**src/rtl/spi_arb_if.sv**
```systemverilog
// Link between the arbiter and the shared SPI_mstr16: launch handshake,
// read-back data, the master's slave select and the muxed MISO.
interface spi_arb_if;
    logic        m_wrt;
    logic [15:0] m_cmd;
    logic        m_done;
    logic [15:0] m_rd_data;
    logic        m_SS_n;
    logic        m_MISO;

    // Arbiter side: launches transactions and feeds MISO to the master.
    modport master (
        output m_wrt, m_cmd, m_MISO,
        input  m_done, m_rd_data, m_SS_n
    );

    // SPI master side.
    modport slave (
        input  m_wrt, m_cmd, m_MISO,
        output m_done, m_rd_data, m_SS_n
    );
endinterface

```
**src/rtl/spi_arb.sv**
```systemverilog
// Two-requester arbiter sharing one SPI_mstr16 between the inertial sensor
// (requester 0) and the A2D (requester 1). Each requester owns a single
// pending slot; ties alternate, and a transaction that never completes is
// aborted after TO_CYC cycles with an err pulse.
module spi_arb #(
    parameter int unsigned TO_CYC = 2047
) (
    input  logic        clk,
    input  logic        rst,
    input  logic        wrt0,
    input  logic [15:0] cmd0,
    input  logic        wrt1,
    input  logic [15:0] cmd1,
    output logic        done0,
    output logic        done1,
    output logic        err0,
    output logic        err1,
    output logic [15:0] rd_data0,
    output logic [15:0] rd_data1,
    spi_arb_if.master   bus,
    output logic        SS0_n,
    output logic        SS1_n,
    input  logic        MISO0,
    input  logic        MISO1
);

    typedef enum logic [1:0] {
        IDLE,
        LAUNCH,
        BUSY
    } state_t;

    // Last counter value of a transaction that is still allowed to finish.
    localparam logic [11:0] TO_LAST = 12'(TO_CYC - 1);

    state_t      state;
    logic [1:0]  pend;
    logic [15:0] cmd_q0;
    logic [15:0] cmd_q1;
    logic        last_gnt;
    logic        sel;
    logic [11:0] cnt;
    logic        gnt;

    // Pick the requester to serve from IDLE: the lone pending one, or on a tie
    // the one that was not served last.
    always_comb begin
        gnt = 1'b0;
        if (pend == 2'b11)
            gnt = ~last_gnt;
        else
            gnt = pend[1];
    end

    // Request slots, arbitration FSM, timeout counter and all registered outputs.
    always_ff @(posedge clk or posedge rst) begin
        if (rst) begin
            state     <= IDLE;
            pend      <= '0;
            cmd_q0    <= '0;
            cmd_q1    <= '0;
            last_gnt  <= 1'b1;
            sel       <= 1'b0;
            cnt       <= '0;
            bus.m_wrt <= 1'b0;
            bus.m_cmd <= '0;
            done0     <= 1'b0;
            done1     <= 1'b0;
            err0      <= 1'b0;
            err1      <= 1'b0;
            rd_data0  <= '0;
            rd_data1  <= '0;
        end else begin
            bus.m_wrt <= 1'b0;
            done0     <= 1'b0;
            done1     <= 1'b0;
            err0      <= 1'b0;
            err1      <= 1'b0;

            // A full slot ignores further pulses, so the latched command is never overwritten.
            if (wrt0 && !pend[0]) begin
                pend[0] <= 1'b1;
                cmd_q0  <= cmd0;
            end
            if (wrt1 && !pend[1]) begin
                pend[1] <= 1'b1;
                cmd_q1  <= cmd1;
            end

            case (state)
                IDLE: begin
                    if (pend != 2'b00) begin
                        sel       <= gnt;
                        last_gnt  <= gnt;
                        bus.m_wrt <= 1'b1;
                        bus.m_cmd <= gnt ? cmd_q1 : cmd_q0;
                        cnt       <= '0;
                        state     <= LAUNCH;
                    end
                end
                LAUNCH: begin
                    // The slot is still full here, so this clear cannot race a new capture.
                    pend[sel] <= 1'b0;
                    cnt       <= cnt + 12'd1;
                    state     <= BUSY;
                end
                BUSY: begin
                    cnt <= cnt + 12'd1;
                    if (bus.m_done) begin
                        if (sel) begin
                            rd_data1 <= bus.m_rd_data;
                            done1    <= 1'b1;
                        end else begin
                            rd_data0 <= bus.m_rd_data;
                            done0    <= 1'b1;
                        end
                        state <= IDLE;
                    end else if (cnt == TO_LAST) begin
                        if (sel)
                            err1 <= 1'b1;
                        else
                            err0 <= 1'b1;
                        state <= IDLE;
                    end
                end
                default: state <= IDLE;
            endcase
        end
    end

    // Route the master's slave select and the device's MISO only while a
    // transaction owns the bus; otherwise both devices stay deselected.
    always_comb begin
        SS0_n      = 1'b1;
        SS1_n      = 1'b1;
        bus.m_MISO = 1'b0;
        if (state != IDLE) begin
            if (sel) begin
                SS1_n      = bus.m_SS_n;
                bus.m_MISO = MISO1;
            end else begin
                SS0_n      = bus.m_SS_n;
                bus.m_MISO = MISO0;
            end
        end
    end

endmodule
```
**src/flat_wrapper.sv**
```systemverilog
// flat-port wrapper written by rule: the top's interface ports become plain ports
module spi_arb_flat 
#(
    parameter int unsigned TO_CYC = 2047
)
  (clk, rst, wrt0, cmd0, wrt1, cmd1, done0, done1, err0, err1, rd_data0, rd_data1, SS0_n, SS1_n, MISO0, MISO1, bus_m_wrt, bus_m_cmd, bus_m_MISO, bus_m_done, bus_m_rd_data, bus_m_SS_n);
  spi_arb_if bus_i ();
  input  logic clk;
  input  logic rst;
  input  logic wrt0;
  input  logic [15:0] cmd0;
  input  logic wrt1;
  input  logic [15:0] cmd1;
  output logic done0;
  output logic done1;
  output logic err0;
  output logic err1;
  output logic [15:0] rd_data0;
  output logic [15:0] rd_data1;
  output logic SS0_n;
  output logic SS1_n;
  input  logic MISO0;
  input  logic MISO1;
  output wire logic [$bits(bus_i.m_wrt)-1:0] bus_m_wrt;
  output wire logic [$bits(bus_i.m_cmd)-1:0] bus_m_cmd;
  output wire logic [$bits(bus_i.m_MISO)-1:0] bus_m_MISO;
  input wire logic [$bits(bus_i.m_done)-1:0] bus_m_done;
  input wire logic [$bits(bus_i.m_rd_data)-1:0] bus_m_rd_data;
  input wire logic [$bits(bus_i.m_SS_n)-1:0] bus_m_SS_n;
  assign bus_m_wrt = bus_i.m_wrt;
  assign bus_m_cmd = bus_i.m_cmd;
  assign bus_m_MISO = bus_i.m_MISO;
  assign bus_i.m_done = bus_m_done;
  assign bus_i.m_rd_data = bus_m_rd_data;
  assign bus_i.m_SS_n = bus_m_SS_n;
  spi_arb #(.TO_CYC(TO_CYC)) u_core (.clk(clk), .rst(rst), .wrt0(wrt0), .cmd0(cmd0), .wrt1(wrt1), .cmd1(cmd1), .done0(done0), .done1(done1), .err0(err0), .err1(err1), .rd_data0(rd_data0), .rd_data1(rd_data1), .bus(bus_i), .SS0_n(SS0_n), .SS1_n(SS1_n), .MISO0(MISO0), .MISO1(MISO1));
endmodule
```
**config.mk**
```make
export PLATFORM = sky130hd
export DESIGN_NAME = spi_arb_flat
export DESIGN_NICKNAME = d
export VERILOG_FILES = /design/src/rtl/spi_arb_if.sv /design/src/rtl/spi_arb.sv /design/src/flat_wrapper.sv
export SDC_FILE = /design/constraint.sdc
export NUM_CORES = 1
export LEC_CHECK = 0
export CAP_MARGIN = 40
export CORE_ASPECT_RATIO = 0.7
export CORE_MARGIN = 1
export CORE_UTILIZATION = 43
export DETAILED_ROUTE_END_ITERATION = 8
export PLACE_DENSITY_LB_ADDON = 0.2
export SLEW_MARGIN = 20
export SYNTH_ARGS = -nofsm -noshare
export SYNTH_HDL_FRONTEND = slang
export SYNTH_SLANG_ARGS = --single-unit
```
**constraint.sdc**
```tcl
create_clock -name clk -period 3.15 [get_ports clk]
set_input_delay 0.63 -clock clk [delete_from_list [all_inputs] [get_ports clk]]
set_output_delay 0.63 -clock clk [all_outputs]
set_load 0.02 [all_outputs]
```
Word-level counts from Yosys, hierarchy flattened
Cells that the tools add are included.
Widths: inputs -> output; s select.
{"block": "word_totals", "input_bits": 56, "wordCells": 76, "out_inout_bits": 56, "ff_bits": 103}
{"block": "classes", "reduce_logical": 15, "addsub": 1, "bitwise": 4, "order_cmp": 2, "n_eq_ne": 6, "muxes": 33}
{"cell": "$mux 1", "n": 24}
{"cell": "$pmux 12 s2", "n": 1}
{"cell": "$mux 16", "n": 1}
{"cell": "$add 12x1->12 const B", "n": 1}
{"cell": "$eq 12x11->1 const B", "n": 1}
{"cell": "$mux 12", "n": 1}
{"cell": "$mux 2", "n": 4}
{"cell": "$pmux 2 s3", "n": 1}
{"cell": "$reduce_and 2->1", "n": 3}
{"cell": "$reduce_and 3->1", "n": 2}
{"cell": "$reduce_bool 2->1", "n": 3}
{"cell": "$eq 2x2->1 const B", "n": 2}
{"cell": "$logic_and 1x1->1", "n": 3}
{"cell": "$ne 3x2->1 const B", "n": 1}
{"cell": "$and 2x2->2", "n": 1}
{"cell": "$eq 2x1->1 const B", "n": 1}
{"cell": "$logic_not 1->1", "n": 2}
{"cell": "$logic_not 2->1", "n": 1}
{"cell": "$lt 1x2->1 const B", "n": 1}
{"cell": "$ne 2x1->1 const B", "n": 1}
{"cell": "$not 1->1", "n": 2}
{"cell": "$not 2->2", "n": 1}
{"cell": "$reduce_or 2->1", "n": 1}
{"cell": "$demux 1 s1", "n": 1}
{"cell": "$ge 1x1->1 const B", "n": 1}

Longest topological paths before layout
{"block": "logic_depth", "word_depth": 7, "depth_mapped": 7, "depth_no_buf": 6}

Worst setup path after synthesis
No wires, ideal clock.
{"block": "synth_path", "kind": "reg2reg", "start": "reg u_core.state[0]", "end": "reg u_core.cnt[11]", "stages_incl_launch_ff": 7, "slack_ps": 1194, "t_arrival_ps": 1877, "setup_time_ps": 78, "synth_period_minus_slack_ps": 1956, "path_cell_list": "dfrtp_1 inv_1 ha_1 o21ai_1 or4_4 or3_1 a21oi_1"}
{"block": "synth_between", "elab_chain_cells": 4, "word_cells_on_any_way": 8, "classes_between": "eq/ne (3); mux (1); reduce/logical (4)"}
{"item": "start: declaration", "line": "spi_arb.sv:36", "rtl": "state_t state;"}
{"item": "start signal: assignment", "line": "spi_arb.sv:58", "rtl": "state <= IDLE;"}
{"item": "start signal: assignment", "line": "spi_arb.sv:98", "rtl": "state <= LAUNCH;"}
{"item": "start signal: assignment", "line": "spi_arb.sv:105", "rtl": "state <= BUSY;"}
{"item": "$eq 2x1->1 or $eq 2x2->1 (tied branches)", "line": "spi_arb.sv:90", "rtl": "case (state)"}
{"item": "$reduce_or 2->1 (no line)"}
{"item": "$reduce_bool 2->1 (no line)"}
{"item": "$reduce_and 2->1 (no line)"}
{"item": "end signal: assignment", "line": "spi_arb.sv:104", "rtl": "cnt <= cnt + 12'd1;"}
{"item": "end signal: assignment", "line": "spi_arb.sv:108", "rtl": "cnt <= cnt + 12'd1;"}
{"item": "end: declaration", "line": "spi_arb.sv:42", "rtl": "logic [11:0] cnt;"}
Parallel ways exist; a longest one is shown, timed or not.
A chain may end at the register's enable or synchronous reset.

Final worst setup path
{"block": "layout_path", "start": "reg u_core.state[1]", "end": "out SS0_n"}
{"block": "layout_between", "elab_chain_cells": 2}
{"item": "$reduce_bool 2->1", "line": "spi_arb.sv:137", "rtl": "if (state != IDLE) begin"}
{"item": "$mux 1", "line": "spi_arb.sv:137"}
{"item": "end: declaration", "line": "flat_wrapper.sv:20", "rtl": "output logic SS0_n;"}
No other way between the ends.

==> impl_metrics.toml <==
[routing]
firstDrtPassIters = 4
final_antenna_net_count = 0
drc = 0
vias = 2902
post_drt_wl_per_cell_um = 15.8
totalWireLength_um = 8980
drtIter0Drc = 88
avgViaCountPerCell = 5.09

[power]
p_leak_nw = 2.52
total_power_mw = 5.93
ir_worst_vdd_mv = 0.487
power_density_nw_per_um2 = 1010

[yosys]
postSynthAreaPerCell_sq_um = 13.1
synth_area_sq_um = 4230
netlist_instances = 322
ys_types = 33
ys_ff_latch = 103
synth_ff_type = "dfrtp_1"
synth_async_sr_flop_share = 1.00
syn_nets = 385
synth_edf_count = 0
yosysWarnings = 0
yosysSeqAreaShare = 0.609

[timing]
final.setup_skew_ns = 0.00257
hold_viol = 0
timing.final.crit_share = 0.858
finalWorstPathRequiredPeriod_ns = 2.70
worst_slew_pin_slew_ns = 0.673
slew_viol_final = 0
slew-limit-headroom = 0.551
tns_ns = 0
setup_viol = 0
fmax_mhz = 370
rsz0062_at_grt = "no"

[min_path]
hold_path_class = "reg -> reg"

[clocking]
tritoncts = "built"
clockRootBuffer = "clkbuf_16"
clock_sinks = 103
path_clk_slew_ns = 0.07
postCtsSetupBuffers = 0
cts_hold_buf = 0
clk-insertion-delay-late_ns = 0.34
cts_resized = 0
cts_inserted_buffers = 9
ctsHtreeMaxLevel = 3
clk_path_buf_depth = 2

[global_route]
antenna_found_initial = 0
track_usage = 0.188
busiest_layer = "met2"
grt_start_max_net_pins = 38
overflow = 0
gr-usage-met1 = 0.244
met3_usage = 0.0558
use_met2 = 0.304
grt_pass1_wl_um = 14700
grt_pass1_vias = 2909

[placement]
place.port_buffers = 111
hpwl_um = 6350
gp_congestion = 0.748

[final_layout]
final_common_cell = "clkdlybuf4s50_1"
nNetsFinal = 504
final_cell_mix = "clkdlybuf4s50_1, dfrtp_1, mux2_2"
drive_gt1_frac = 0.224
antenna_cells = 0
area_delta_synth_final_pct = 38.2
fin_util = 0.630

[setup_path]
crit_path_cell_trace = "inv_1 > ha_1 > nor2_1 > nand2_1 > clkdlybuf4s50_1"
max_stage_delay_ns = 0.60
worstSetupEndpoint = "SS0_n"
path_depth = 5
slowest_stage = "clkdlybuf4s50_1"
reg2reg_to = "u_core.cnt[7]"
cp-end-kind = "output pin"
reg2reg_depth = 6
r2r_start = "u_core.state[1]"
cp_max_fo = 11
cp_data_required_time_ns = 2.52
cp-startpoint = "u_core.state[1]"
critical_path_class = "reg -> out"
cp.arrival_ns = 2.07
cp-start-kind = "flop"
crit_family = "buffers and inverters"
r2r_slack_ns = 0.90
cp.buffers_inverters = 2

[die]
die_w_um = 121
initial_core_util = 0.456
pin_count = 112
core_area_sq_um = 9290
die-area_sq_um = 10300
rows = 29
die_height_um = 85.0

[run_status]
status = "complete, no violations"

[run]
drv_cap = 0
==> synth_stat cells (4+ instances only) <==
master    instances  area share
o21ai_0          24       0.028
ha_1              7       0.021
dfrtp_1         102        0.60
xnor2_1           6       0.012
nand3_1           4      0.0047
nor2_1           12       0.011
a21oi_1           6      0.0071
mux2_2           66        0.18
nand2_1          27       0.024
clkbuf_1          6      0.0053
mux2i_1          18       0.043
inv_1             9      0.0080
buf_2             4      0.0047
==> routing by layer <==
layer | vias to the layer above | wire, um
met5 | - | 0
li1 | 1358 | -
met1 | 1437 | 4060
met3 | 10 | 665
met2 | 97 | 4130
met4 | 0 | 117
==> how the worst min path moves through the flow <==
stage                               startpoint                   end  slack (ns)  depth (start not counted)
after floorplan              u_core.cmd_q0[10]     u_core.cmd_q0[10]        0.48                          1
after global placement     u_core.bus.m_cmd[3]   u_core.bus.m_cmd[3]        0.47                          2
after CTS                 u_core.bus.m_cmd[15]  u_core.bus.m_cmd[15]        0.48                          2
after global routing      u_core.bus.m_cmd[15]  u_core.bus.m_cmd[15]        0.50                          2
after detailed placement  u_core.bus.m_cmd[15]  u_core.bus.m_cmd[15]        0.47                          2
final                     u_core.bus.m_cmd[15]  u_core.bus.m_cmd[15]        0.48                          2
==> kinds of logic (layout without fill, tap and decap cells) <==
kind of cell	Yosys count	after routing	share of synthesized area
flops	103	103	0.609
mux	84	84	0.218
simple gates	66	66	0.0757
compound gates	35	35	0.0432
buf+inv	21	145	0.0207
fa+ha+maj	7	7	0.0207
xor+xnor	6	6	0.0124
==> report_power, final <==
part	total (mW)	switching (mW)	leakage, nW	internal (mW)
sequential	2.27	0.346	1.26	1.92
combinational	2.54	1.23	1.11	1.31
clock	1.13	0.469	0.152	0.658
total	5.93	2.05	2.52	3.89
==> layout make-up <==
| class | count | area [sq um] |
|---|---|---|
| clock buffers | 11 | 253 |
| clock inverters | 5 | 56.3 |
| fillers | 736 | 3440 |
| inverters | 9 | 37.5 |
| multi-input cells | 198 | 1580 |
| flip-flops and latches | 103 | 2580 |
| well taps | 124 | 155 |
| repair buffers | 120 | 1190 |
==> metrics by stage <==
| step | cells | hold slack (ns) | setup WS, ns | area, sq um |
|---|---|---|---|---|
| after detailed placement | 554 | 0.469 | 0.647 | 5540 |
| after CTS | 570 | 0.484 | 0.423 | 5850 |
| final | 570 | 0.481 | 0.448 | 5850 |
| after global routing | 570 | 0.503 | 0.306 | 5850 |
| after floorplan | 322 | 0.480 | 1.19 | 4240 |
| after global placement | 554 | 0.465 | 0.687 | 5540 |
==> state kept, by name (all words and copies together) (netlist names) <==
signal and cells:
u_core.err1 1, u_core.rd_data0 16, u_core.state 2, u_core.last_gnt 1, u_core.rd_data1 16, u_core.cmd_q1 16, u_core.cmd_q0 16, u_core.pend 2
u_core.bus.m_cmd 16, u_core.done0 1, u_core.cnt 12, u_core.done1 1, u_core.bus.m_wrt 1, u_core.err0 1, u_core.sel 1
==> worst min-delay path: cells and delay by family, from the launching register on <==
kind,cells,cell delay [ns]
flops,1,0.34
simple gates,1,0.05
compound gates,1,0.06
(Power assumes the default switching activity.)
